File: config.mk
export PLATFORM = sky130hd
export DESIGN_NAME = serial_adder_flat
export DESIGN_NICKNAME = d
export VERILOG_FILES = /design/src/rtl/serial_adder_pkg.sv /design/src/rtl/serial_adder_if.sv /design/src/rtl/full_adder.sv /design/src/rtl/serial_adder.sv /design/src/flat_wrapper.sv
export SDC_FILE = /design/constraint.sdc
export NUM_CORES = 1
export LEC_CHECK = 0
export CORE_ASPECT_RATIO = 0.5
export CORE_MARGIN = 2
export CORE_UTILIZATION = 25
export DETAILED_ROUTE_END_ITERATION = 10
export PLACE_DENSITY_LB_ADDON = 0.12
export RECOVER_POWER = 100
export SYNTH_ARGS = -nofsm -noshare
export SYNTH_HDL_FRONTEND = slang
export SYNTH_SLANG_ARGS = --single-unit
File: constraint.sdc
create_clock -name clk -period 1.6 [get_ports clk]
set_input_delay 0.32 -clock clk [delete_from_list [all_inputs] [get_ports clk]]
set_output_delay 0.32 -clock clk [all_outputs]
set_load 0.1 [all_outputs]
File: src/rtl/serial_adder_pkg.sv
// Shared definitions for the bit-serial arithmetic blocks.
// Latency: n/a (types, constants and elaboration-time helpers only).
// Backpressure: n/a.
package serial_adder_pkg;

  localparam logic [1:0] ST_IDLE = 2'b00;
  localparam logic [1:0] ST_RUN  = 2'b01;
  localparam logic [1:0] ST_DONE = 2'b10;

  typedef enum logic [1:0] {
    IDLE = ST_IDLE,
    RUN  = ST_RUN,
    DONE = ST_DONE
  } state_t;

  // Bit counter width: must hold 0..width so the count never wraps mid-operation.
  function automatic int cnt_width(input int width);
    return $clog2(width + 1);
  endfunction

endpackage

File: src/rtl/serial_adder_if.sv
// Operand/result handshake bundle for the serial adder.
// Latency: n/a (wires only).
// Backpressure: valid/ready on both the operand and the result side.
interface serial_adder_if #(
  parameter int WIDTH = 8
) ();

  logic             in_valid;
  logic             in_ready;
  logic [WIDTH-1:0] a;
  logic [WIDTH-1:0] b;
  logic             c_in;
  logic             out_valid;
  logic             out_ready;
  logic [WIDTH-1:0] sum;
  logic             c_out;

  // Producer of operands and consumer of results.
  modport master (
    output in_valid, a, b, c_in, out_ready,
    input  in_ready, out_valid, sum, c_out
  );

  // The adder itself.
  modport slave (
    input  in_valid, a, b, c_in, out_ready,
    output in_ready, out_valid, sum, c_out
  );

endinterface

File: src/rtl/full_adder.sv
// Single-bit full adder cell.
// Latency: combinational.
// Backpressure: none.
module full_adder (
  input  logic a,
  input  logic b,
  input  logic c_in,
  output logic s,
  output logic c_out
);

  assign s     = a ^ b ^ c_in;
  assign c_out = (a & b) | (a & c_in) | (b & c_in);

endmodule

File: src/rtl/serial_adder.sv
// Bit-serial WIDTH-bit adder feeding one full_adder cell, LSB first.
// Latency: out_valid visible WIDTH edges after the operand handshake.
// Backpressure: result held until out_ready; no new operands accepted until then.
module serial_adder #(
  parameter int WIDTH = 8
) (
  input logic           clk,
  input logic           rst,
  serial_adder_if.slave bus
);

  import serial_adder_pkg::*;

  localparam int               CNT_W    = cnt_width(WIDTH);
  localparam logic [CNT_W-1:0] LAST_BIT = CNT_W'(WIDTH - 1);
  localparam logic [CNT_W-1:0] CNT_ONE  = CNT_W'(1);

  state_t           state;
  state_t           state_nxt;
  logic [WIDTH-1:0] a_sh;
  logic [WIDTH-1:0] b_sh;
  logic [WIDTH-1:0] sum_sh;
  logic [WIDTH-1:0] sum_nxt;
  logic [CNT_W-1:0] count;
  logic             carry;
  logic             fa_s;
  logic             fa_c;
  logic             accept;
  logic             release_out;
  logic             last_bit;
  logic [WIDTH-1:0] sum_q;
  logic             c_out_q;
  logic             out_valid_q;

  // in_ready depends only on registered state and reset, never on in_valid.
  assign bus.in_ready = (state == IDLE) && rst;
  assign accept       = bus.in_valid && bus.in_ready;
  assign release_out  = out_valid_q && bus.out_ready;
  assign last_bit     = (count == LAST_BIT);

  assign bus.sum       = sum_q;
  assign bus.c_out     = c_out_q;
  assign bus.out_valid = out_valid_q;

  full_adder u_fa (
    .a     (a_sh[0]),
    .b     (b_sh[0]),
    .c_in  (carry),
    .s     (fa_s),
    .c_out (fa_c)
  );

  // New sum bit enters at the MSB so after WIDTH shifts the LSB lands at bit 0.
  generate
    if (WIDTH == 1) begin : g_sum_one
      assign sum_nxt = fa_s;
    end else begin : g_sum_wide
      assign sum_nxt = {fa_s, sum_sh[WIDTH-1:1]};
    end
  endgenerate

  // State register.
  always_ff @(posedge clk) begin
    if (!rst) begin
      state <= IDLE;
    end else begin
      state <= state_nxt;
    end
  end

  // Next-state decode.
  always_comb begin
    state_nxt = state;
    case (state)
      IDLE:    if (accept)      state_nxt = RUN;
      RUN:     if (last_bit)    state_nxt = DONE;
      DONE:    if (release_out) state_nxt = IDLE;
      default:                  state_nxt = IDLE;
    endcase
  end

  // Datapath: load operands, shift one bit per cycle, capture and hold the result.
  always_ff @(posedge clk) begin
    if (!rst) begin
      a_sh        <= '0;
      b_sh        <= '0;
      sum_sh      <= '0;
      count       <= '0;
      carry       <= 1'b0;
      sum_q       <= '0;
      c_out_q     <= 1'b0;
      out_valid_q <= 1'b0;
    end else begin
      case (state)
        IDLE: begin
          if (accept) begin
            a_sh  <= bus.a;
            b_sh  <= bus.b;
            carry <= bus.c_in;
            count <= '0;
          end
        end
        RUN: begin
          a_sh   <= a_sh >> 1;
          b_sh   <= b_sh >> 1;
          sum_sh <= sum_nxt;
          carry  <= fa_c;
          count  <= count + CNT_ONE;
          if (last_bit) begin
            sum_q       <= sum_nxt;
            c_out_q     <= fa_c;
            out_valid_q <= 1'b1;
          end
        end
        DONE: begin
          if (release_out) begin
            out_valid_q <= 1'b0;
          end
        end
        default: begin
          out_valid_q <= 1'b0;
        end
      endcase
    end
  end

endmodule

File: src/flat_wrapper.sv
// flat-port wrapper written by rule: the top's interface ports become plain ports
module serial_adder_flat import serial_adder_pkg::*;
#(
  parameter int WIDTH = 8
)
  (clk, rst, bus_in_valid, bus_a, bus_b, bus_c_in, bus_out_ready, bus_in_ready, bus_out_valid, bus_sum, bus_c_out);
  serial_adder_if #(.WIDTH(WIDTH)) bus_i ();
  input logic clk;
  input logic rst;
  input wire logic [$bits(bus_i.in_valid)-1:0] bus_in_valid;
  input wire logic [$bits(bus_i.a)-1:0] bus_a;
  input wire logic [$bits(bus_i.b)-1:0] bus_b;
  input wire logic [$bits(bus_i.c_in)-1:0] bus_c_in;
  input wire logic [$bits(bus_i.out_ready)-1:0] bus_out_ready;
  output wire logic [$bits(bus_i.in_ready)-1:0] bus_in_ready;
  output wire logic [$bits(bus_i.out_valid)-1:0] bus_out_valid;
  output wire logic [$bits(bus_i.sum)-1:0] bus_sum;
  output wire logic [$bits(bus_i.c_out)-1:0] bus_c_out;
  assign bus_i.in_valid = bus_in_valid;
  assign bus_i.a = bus_a;
  assign bus_i.b = bus_b;
  assign bus_i.c_in = bus_c_in;
  assign bus_i.out_ready = bus_out_ready;
  assign bus_in_ready = bus_i.in_ready;
  assign bus_out_valid = bus_i.out_valid;
  assign bus_sum = bus_i.sum;
  assign bus_c_out = bus_i.c_out;
  serial_adder #(.WIDTH(WIDTH)) u_core (.clk(clk), .rst(rst), .bus(bus_i));
endmodule
==> impl_results.md, run 1 <==
* PD cells at 1083 mW/mm^2
* Initial DRC count at 57
* Routability cong. at 0.6681
* VDD IR max at 0.0003733 V
* Crit path to: bus_in_ready
* Port Buffer Count at 31
* First-pass detailed-route iteration total at 4
* Total Power at 2445 uW
* Count leader, synth: dfxtp_1
* Actual slew at the worst max-slew pin at 0.5512 ns
* Final HPWL DP at 2.528 mm
* First-pass GRT wire length at 6.292 mm
* RSZ-0062 raised after global routing: false
* Total number of vias at 1392
* Initial antenna violation count at 0
* Share of layout cells above drive strength 1 at 19.09%
* Via density at 4.462
* Setup Viol. Count Final at 0
* R2R cell count at 4
* Req. time, crit path at 1.28 ns
* Placement Cell Area at 0.002290 sq mm
* Post-synth top area share at 45.26%
* Crit Path Category: reg2out
* Area growth, synth to finish at 27.58%
* Number of flops mapped to enable cells by yosys at 0
* Syn_nets at 212
* Top area cells in the synthesized netlist: dfxtp_1 (45%), nand2_1 (7.6%), mux2i_1 (5.7%), nor3_2 (5.7%), o221ai_1 (5.4%)
* Latest clock arrival within the worst-skew pair at 0.28 ns
* Main flop type after synthesis: dfxtp_1
* Hold Path Class: reg2reg
* Gr usage total at 10.29%
* Final nets at 242
* Design Area, Final at 0.002257 sq mm
* Ports at 32
* YS warnings at 0
* CTS Sinks at 40
* FF-to-FF Start: u_core.state[0]
* Reg clk slew, reported paths at 0.06 ns
* CTS tree: yes
* Crit start category: flip-flop
* Leak Pwr at 0.0008261 uW
* CP peak stage delay at 0.37 ns
* Crit path from: u_core.state[0]
* Seq/Total Area, Yosys at 45.26%
* Die area at 0.007807 sq mm
* HP Start: u_core.bus.sum[3]
* Slew Limit Fails at 0
* Status: completed
* Row cnt at 21
* Worst path cell trace: nor3b_4 > clkbuf_4
* Max transition margin at 63.41%
* Synth Register Bits at 40
* Max-capacitance violation count at 0
* Initial Utilization at 26.20%
* Cells after synthesis at 189
* Vias in the first global route at 1272
* GR Overflow Total at 0
* Ys async rst share at 0%
* Pin count of the biggest net entering global routing at 37
* Tmin final at 1.505 ns
* Clock Skews at 0.003262 ns
* Slowest CP cell: dfxtp_1
* Postcts setup bufs at 0
* Post-detailed-route count of antenna-violating nets at 0
* Final hold vios at 0
* Routed WL at 3.815 mm
* Number of buffers created by CTS at 5
* Core area at 0.006753 sq mm
* H-tree level count at 2
* CP Capture Type: output port
* Root buf cell: clkbuf_16
* Flop-to-flop setup slack at 0.15 ns
* Commonest cells in the netlist: dfxtp_1 (40), nand2_1 (36), nor2_1 (16), o221ai_1 (11)
* DRC at 0
* Crit share post-route at 94.04%
* Yosys cell types at 34
* Mapped Area at 0.001769 sq mm
* Max Root-Sink Buffers at 2
* Post-Route Utilization at 33.43%
* Critical path fanouts, max at 6
* Die Width at 123.0 um
* DIE HEIGHT at 63.49 um
* Drt wl/cell at 12.23 um
* Ant diodes at 0
* Largest area contributor in the netlist: dfxtp_1
* F_max at 664.6 MHz
* FF-to-FF End: u_core.sum_sh[1]
* Avg Cell Area, Syn at 9.361 sq um
* Worst Path Arrival at 1.18 ns
-- final cells by class --
class                   count  area (sq um)
well taps                  92         115.1
flip-flops and latches     40         800.8
clock inverters             2         10.01
clock buffers               6         138.9
repair buffers             40         346.6
fillers                   701          4496
inverters                   1         3.754
multi-input cells         131         842.1
-- worst max-delay path, delay by kind of cell (launching register included) --
family | cells | cell delay, ns
flip-flops | 1 | 0.37
buffers and inverters | 1 | 0.35
AND/OR/NAND/NOR | 1 | 0.19
-- placed cells by master, fill, tap and decap left out, types with 3 or more instances in the layout --
master	count
clkdlybuf4s50_1	19
a21boi_0	6
nor3_2	10
clkbuf_16	5
clkbuf_2	11
nand3_1	5
o21ai_0	4
mux2i_1	10
a21boi_1	3
nor2_1	16
nor3_1	9
o221ai_1	11
nand2_1	36
dfxtp_1	40
buf_4	6
-- sequential cells by signal, indices dropped and copies added (netlist names) --
name and flops:
u_core.a_sh 8, u_core.b_sh 8, u_core.bus.c_out 1, u_core.bus.out_valid 1
u_core.bus.sum 8, u_core.carry 1, u_core.count 4, u_core.state 2
u_core.sum_sh 7
-- what timing repair did --
| action | in CTS | in global routing |
|---|---|---|
| endpoints found under the setup margin | 1 | 0 |
| resized for setup | 1 | 0 |
| hold buffers | 0 | 0 |
-- stage by stage --
step | worst slack, ns | TNS [ns] | instances | hold WS, ns
6_report | 0.09529 | 0 | 312 | 0.4542
5_1_grt | 0.04322 | 0 | 312 | 0.4782
4_1_cts | 0.1667 | 0 | 312 | 0.4671
3_5_place_dp | -0.05829 | -0.3084 | 304 | 0.4551
3_3_place_gp | -0.01094 | -0.02104 | 304 | 0.4449
2_1_floorplan | -0.1093 | -0.1093 | 189 | 0.4353
-- routing by layer --
metal | part of all wire, % | global-route usage [%]
met1 | 53 | 13.72
met2 | 42 | 15.47
met3 | 4.5 | 3.533
met4 | 1.1 | 3.409
met5 | 0 | 0
-- cell families after synthesis --
group / Yosys count / share of synthesized area (%)
simple gates: 87 / 25.67
flops: 40 / 45.26
compound gates: 32 / 13.79
buf+inv: 18 / 7.779
mux: 10 / 5.658
fa+ha+maj: 2 / 1.839
-- how the worst min path moves through the flow --
stage                              to  cells past startpoint
floorplan            u_core.sum_sh[1]                      2
global placement     u_core.sum_sh[1]                      2
detailed placement   u_core.sum_sh[1]                      2
CTS                    u_core.b_sh[7]                      2
global route         u_core.sum_sh[4]                      2
finish              u_core.bus.sum[3]                      2
-- where the power goes --
part           total (uW)  switching [uW]  internal [uW]  leakage, uW
registers            1100            45.7           1060     0.000326
clock network         995             381            614    0.0000766
logic                 346             181            165     0.000423
total                2440             608           1840     0.000826
Note: power is estimated with default switching activity, not from simulation.
==> run 2: changes to the inputs <==
- CORE_UTILIZATION: 25 -> 50
- CTS_CLUSTER_DIAMETER: default -> 120
- PLACE_DENSITY: default -> 0.77
- PLACE_DENSITY_LB_ADDON: 0.12 -> default
==> run 2 against run 1 <==
Hold slack is essentially flat. Sequential share of layout area increased by 2.5 points. Design area down 6.5%. Die area fell by 48%. Count of clock-buffer cells in the layout unchanged. Clock power shrank 20%. Via count up 2.2%. Sequential power hardly changed. Power fell by 9.0%. Fmax is 1.2% higher.
==> impl_results.md, run 2 (synthesis results as in run 1) <==
* First-pass detailed-route iteration total at 4 (unchanged)
* Final nets at 242 (unchanged)
* Max Root-Sink Buffers at 2 (unchanged)
* Max-capacitance violation count at 0 (unchanged)
* First-pass GRT wire length at 5.375 mm (was 6.292 mm)
* Total number of vias at 1422 (was 1392)
* Port Buffer Count at 31 (unchanged)
* DRC at 0 (unchanged)
* Post-Route Utilization at 61.76% (was 33.43%)
* Initial antenna violation count at 0 (unchanged)
* Final hold vios at 0 (unchanged)
* Slew Limit Fails at 0 (unchanged)
* Crit share post-route at 92.90% (was 94.04%)
* F_max at 672.8 MHz (was 664.6 MHz)
* Number of buffers created by CTS at 5 (unchanged)
* GR Overflow Total at 0 (unchanged)
* Initial DRC count at 38 (was 57)
* DIE HEIGHT at 46.06 um (was 63.49 um)
* Initial Utilization at 51.79% (was 26.20%)
* VDD IR max at 0.0005695 V (was 0.0003733 V)
* Routability cong. at 0.7525 (was 0.6681)
* Max transition margin at 63.83% (was 63.41%)
* PD cells at 1055 mW/mm^2 (was 1083 mW/mm^2)
* Non-filler instance count after layout at 271 (was 312)
* Hold path cells at 2 (unchanged)
* Routed WL at 3.315 mm (was 3.815 mm)
* Area growth, synth to finish at 19.24% (was 27.58%)
* Worst hold slack at 0.4541 ns (was 0.4542 ns)
* RSZ-0062 raised after global routing: false (unchanged)
* Clock Skews at 0.005117 ns (was 0.003262 ns)
* Critical path fanouts, max at 6 (unchanged)
* Layout fillers at 311 (was 701)
* Hold buffer count at CTS at 0 (unchanged)
* Post-detailed-route count of antenna-violating nets at 0 (unchanged)
* Worst Path Arrival at 1.17 ns (was 1.18 ns)
* CTS Sinks at 40 (unchanged)
* Root buf cell: clkbuf_8 (was clkbuf_16)
* Design Area, Final at 0.002110 sq mm (was 0.002257 sq mm)
* Die Width at 88.13 um (was 123.0 um)
* Via density at 5.247 (was 4.462)
* CTS tree: yes (unchanged)
* Flop-to-flop setup slack at 0.17 ns (was 0.15 ns)
* Setup Viol. Count Final at 0 (unchanged)
* Vias in the first global route at 1254 (was 1272)
* Die area at 0.004059 sq mm (was 0.007807 sq mm)
* Share of layout cells above drive strength 1 at 15.00% (was 19.09%)
* H-tree level count at 2 (unchanged)
* Tmin final at 1.486 ns (was 1.505 ns)
* Leak Pwr at 0.0007915 uW (was 0.0008261 uW)
* Pin count of the biggest net entering global routing at 35 (was 37)
* Crit start category: flip-flop (unchanged)
* Commonest non-fill, non-tap cells in the layout: dfxtp_1 (40), nand2_1 (36), clkdlybuf4s50_1 (19), nor3_1 (17), nor2_1 (16) (was dfxtp_1 (40), nand2_1 (36), clkdlybuf4s50_1 (19), nor2_1 (16))
* Placement Cell Area at 0.002213 sq mm (was 0.002290 sq mm)
* Gr usage total at 17.54% (was 10.29%)
* Ant diodes at 0 (unchanged)
* Actual slew at the worst max-slew pin at 0.5448 ns (was 0.5512 ns)
* Crit Path Category: reg2out (unchanged)
* Ports at 32 (unchanged)
* R2R cell count at 4 (unchanged)
* Most common cell after layout, fill and taps aside: dfxtp_1 (unchanged)
* Reg clk slew, reported paths at 0.08 ns (was 0.06 ns)
* Post-Place Cells at 263 (was 304)
* Hold Path Class: reg2reg (unchanged)
* Final HPWL DP at 2.197 mm (was 2.528 mm)
* Status: completed (unchanged)
* Latest clock arrival within the worst-skew pair at 0.29 ns (was 0.28 ns)
* CP Capture Type: output port (unchanged)
* Core area at 0.003416 sq mm (was 0.006753 sq mm)
* Drt wl/cell at 12.23 um (about the same)
* Row cnt at 15 (was 21)
* Req. time, crit path at 1.28 ns (about the same)
run 2: cell count changes in the layout (fill, tap and decap cells not counted), moves of 3 or more:
cell and delta:
nor3_2 -8, nor3_1 +8, a21boi_0 -3, clkbuf_8 +4
a21boi_1 +3, clkbuf_16 -5
run 2: cell type report:
type	instances	area, sq um	area share [%]
clock buffer	6	72.57	3.440
clock inverter	2	35.03	1.661
inverter	1	3.754	0.1779
multi-input combinational	131	802.0	38.02
sequential	40	800.8	37.96
tap	51	63.81	3.025
timing repair buffer	40	331.6	15.72
run 2: metal layers:
| metal | vias up | GRT usage (%) | wire, um |
|---|---|---|---|
| met1 | 668 | 21.75 | 1621 |
| met2 | 29 | 29.55 | 1498 |
| met5 | - | 0 | 0 |
| li1 | 720 | - | - |
| met4 | 0 | 5.758 | 38 |
| met3 | 5 | 5.914 | 156 |
run 2: stage by stage:
stage	setup slack (ns)	setup TNS, ns	power [uW]
floorplan	-0.1093	-0.1093	1390
global placement	0.001971	0	1471
detailed placement	-0.03431	-0.1274	1480
CTS	0.1661	0	2274
global route	0.07781	0	2324
finish	0.1136	0	2225
run 2: power by group:
group	leakage [uW]	switching [uW]	internal (uW)
logic	0.000410	171	154
clock network	0.0000552	336	463
registers	0.000326	43.7	1060
total	0.000792	551	1670
run 2: path summary, 6_finish.rpt:
check,from,end
worst max-delay path,u_core.state[0],bus_in_ready
worst min-delay path,u_core.bus.sum[2],u_core.bus.sum[2]
worst max register to register,u_core.state[0],u_core.count[0]
worst min register to register,u_core.bus.sum[2],u_core.bus.sum[2]
run 2: what timing repair did:
action,4_1_cts,5_1_grt
gates resized for setup,1,0
setup endpoints to repair,1,0
setup buffers,0,0
run 2: critical path: stages (launching register included):
cell and delay [ns]:
dfxtp_1 0.38, nor3b_4 0.20, buf_4 0.31
==> run 3: changes to the inputs <==
- ABC_AREA: default -> 1
- CORE_UTILIZATION: 50 -> 51
- GPL_TIMING_DRIVEN: default -> 0
- PLACE_DENSITY: 0.77 -> 0.78
==> run 3 against run 2 <==
Worst setup slack worse by 0.042 ns. Fmax down 2.7%. Via count up 21%. Largest cell class is now flip-flops and latches.
==> impl_results.md, run 3 <==
* Core area at 0.003416 sq mm (unchanged)
* Reg clk slew, reported paths at 0.08 ns (about the same)
* GR Overflow Total at 0 (unchanged)
* Status: completed (unchanged)
* Post-detailed-route count of antenna-violating nets at 0 (unchanged)
* First-pass detailed-route iteration total at 6 (was 4)
* DRC at 0 (unchanged)
* Crit start category: flip-flop (unchanged)
* Routed WL at 3.893 mm (was 3.315 mm)
* Commonest cells in the netlist: nor2_1 (63), dfxtp_1 (40), nand2_1 (33), nand3_1 (25), inv_1 (23) (was dfxtp_1 (40), nand2_1 (36), nor2_1 (16), o221ai_1 (11))
* Req. time, crit path at 1.28 ns (about the same)
* DIE HEIGHT at 46.02 um (was 46.06 um)
* Row cnt at 15 (unchanged)
* Synth Register Bits at 40 (unchanged)
* Area growth, synth to finish at 29.33% (was 19.24%)
* Initial Utilization at 52.71% (was 51.79%)
* Design Area, Final at 0.002328 sq mm (was 0.002110 sq mm)
* Final HPWL DP at 2.674 mm (was 2.197 mm)
* Port Buffer Count at 31 (unchanged)
* Largest area contributor in the netlist: dfxtp_1 (unchanged)
* Syn_nets at 278 (was 212)
* Gr usage total at 20.53% (was 17.54%)
* CTS Sinks at 40 (unchanged)
* Clk pwr share at 38.5% (was 35.9%)
* Reg power frac at 44.4% (was 49.5%)
* Final nets at 317 (was 242)
* Max Root-Sink Buffers at 2 (unchanged)
* Crit share post-route at 95.51% (was 92.90%)
* First-pass GRT wire length at 6.210 mm (was 5.375 mm)
* Most common cell after layout, fill and taps aside: nor2_1 (was dfxtp_1)
* Initial antenna violation count at 0 (unchanged)
* Max-capacitance violation count at 0 (unchanged)
* Die Width at 88.03 um (was 88.13 um)
* Cells after synthesis at 255 (was 189)
* Hold Path Class: reg2reg (unchanged)
* Initial DRC count at 80 (was 38)
* Critical path fanouts, max at 8 (was 6)
* Tmin final at 1.528 ns (was 1.486 ns)
* Placement Cell Area at 0.002175 sq mm (was 0.002213 sq mm)
* PD cells at 1082 mW/mm^2 (was 1055 mW/mm^2)
* Avg Cell Area, Syn at 7.061 sq um (was 9.361 sq um)
* Slew Limit Fails at 0 (unchanged)
* F_max at 654.4 MHz (was 672.8 MHz)
* Worst hold slack at 0.4751 ns (was 0.4541 ns)
* Psw at 645.7 uW (was 550.8 uW)
* Main flop type after synthesis: dfxtp_1 (unchanged)
* Yosys cell types at 24 (was 34)
* Clock Skews at 0.001837 ns (was 0.005117 ns)
* Ports at 32 (unchanged)
* Count leader, synth: nor2_1 (was dfxtp_1)
* Total number of vias at 1714 (was 1422)
* Crit Path Category: reg2out (unchanged)
* Multi-input gate area at 790.8 sq um (was 802.0 sq um)
* CP peak stage delay at 0.31 ns (was 0.38 ns)
* Post-synth top area share at 44.48% (was 45.26%)
* Layout fillers at 307 (was 311)
* YS warnings at 0 (unchanged)
* Top area cells in the synthesized netlist: dfxtp_1 (44%), nor2_1 (13%), nand3_1 (6.9%), nand2_1 (6.9%), o21ai_0 (5.8%) (was dfxtp_1 (45%), nand2_1 (7.6%), mux2i_1 (5.7%), nor3_2 (5.7%), o221ai_1 (5.4%))
* Pin count of the biggest net entering global routing at 13 (was 35)
* Mapped Area at 0.001800 sq mm (was 0.001769 sq mm)
* Via density at 4.968 (was 5.247)
* Worst Path Arrival at 1.21 ns (was 1.17 ns)
* Final hold vios at 0 (unchanged)
* CTS tree: yes (unchanged)
* CP Capture Type: output port (unchanged)
* Switch share at 25.64% (was 24.75%)
* Actual slew at the worst max-slew pin at 0.5462 ns (was 0.5448 ns)
* Worst path most repeated cell: buf_6
* Vias in the first global route at 1469 (was 1254)
* Ant diodes at 0 (unchanged)
* H-tree level count at 2 (unchanged)
* RSZ-0062 raised after global routing: false (unchanged)
* VDD IR max at 0.0006025 V (was 0.0005695 V)
* Latest clock arrival within the worst-skew pair at 0.29 ns (about the same)
* Register area at 802.0 sq um (was 800.8 sq um)
* Worst path cell trace: buf_6 > nor3_4 > buf_6 > buf_8 (was nor3b_4 > buf_4)
* Pint at 1873 uW (was 1674 uW)
* Commonest non-fill, non-tap cells in the layout: nor2_1 (64), dfxtp_1 (39), nand2_1 (34), nand3_1 (25), inv_1 (23) (was dfxtp_1 (40), nand2_1 (36), clkdlybuf4s50_1 (19), nor3_1 (17), nor2_1 (16))
* Drt wl/cell at 11.28 um (was 12.23 um)
* Leak Pwr at 0.001025 uW (was 0.0007915 uW)
* Die area at 0.004050 sq mm (was 0.004059 sq mm)
* Number of flops mapped to enable cells by yosys at 0 (unchanged)
* Comb power frac at 17.1% (was 14.6%)
* Slowest CP cell: dfxtp_1 (unchanged)
* Setup Viol. Count Final at 0 (unchanged)
* Share of layout cells above drive strength 1 at 11.90% (was 15.00%)
* Number of buffers created by CTS at 5 (unchanged)
* Root buf cell: clkbuf_8 (unchanged)
* Routability cong. at 0.8076 (was 0.7525)
* Seq/Total Area, Yosys at 44.48% (was 45.26%)
* Max transition margin at 63.76% (was 63.83%)
* Ys async rst share at 0% (unchanged)
==> run 3: power groups by stage <==
stage,clock network [uW],logic (uW),registers (uW)
after floorplan,0,303,1130
after global placement,0,408,1140
after detailed placement,0,419,1140
after CTS,971,441,1120
after global routing,993,485,1130
final,969,431,1120
==> run 3: worst paths after layout <==
check / from / to / slack, ns / depth (start not counted)
min: u_core.sum_sh[7] / u_core.sum_sh[7] / 0.48 / 2
max: u_core.state[0] / bus_in_ready / 0.07 / 4
max reg2reg: u_core.state[0] / u_core.carry / 0.12 / 7
min reg2reg: u_core.sum_sh[7] / u_core.sum_sh[7] / 0.48 / 2
==> run 3: repair_timing <==
item / CTS / global route
buffers inserted: 1 / 0
pin swaps: 1 / 0
endpoints found under the setup margin: 11 / 2
hold buffers: 0 / 0
cloned: 0 / 0
resized for setup: 45 / 2
==> run 3: stage by stage <==
stage	std cells	util [%]	power (uW)	setup WS [ns]	TNS, ns
2_1_floorplan	255	-	1434	0.1083	0
4_1_cts	345	68.79	2530	0.04341	0
5_1_grt	345	68.17	2605	0.01834	0
3_5_place_dp	337	63.66	1559	-1.318	-6.748
3_3_place_gp	337	63.66	1545	-1.308	-5.972
6_report	345	68.17	2518	0.07177	0
==> run 3: final cells by class <==
cell class              instances  area share, %
multi-input cells             171          33.96
flip-flops and latches         40          34.44
clock inverters                 2          2.579
inverters                      30          4.836
clock buffers                   5          2.955
plain buffers                  14          4.138
repair buffers                 32          14.35
well taps                      51          2.740
==> run 3: worst max-delay path, delay by kind of cell, from the launching register on <==
family,cells,cell delay [ns]
buffers and inverters,3,0.46
DFF,1,0.31
and+or+nand+nor,1,0.14
==> run 3: logic make-up after synthesis <==
family                     count (synthesis)  share of synthesized area (%)
and+or+nand+nor                          130                          31.20
AOI/OAI and AO/OA                         39                          11.12
DFF                                       40                          44.48
buffers and inverters                     44                          11.40
adders and majority gates                  2                          1.807
==> run 3: per-layer routing <==
layer	part of all wire [%]	vias to the layer above	GRT usage [%]
met5	0	-	0
met4	1.4	0	8.485
met3	5.8	7	4.891
met2	47	47	36.36
met1	46	777	24.67
li1	-	883	-
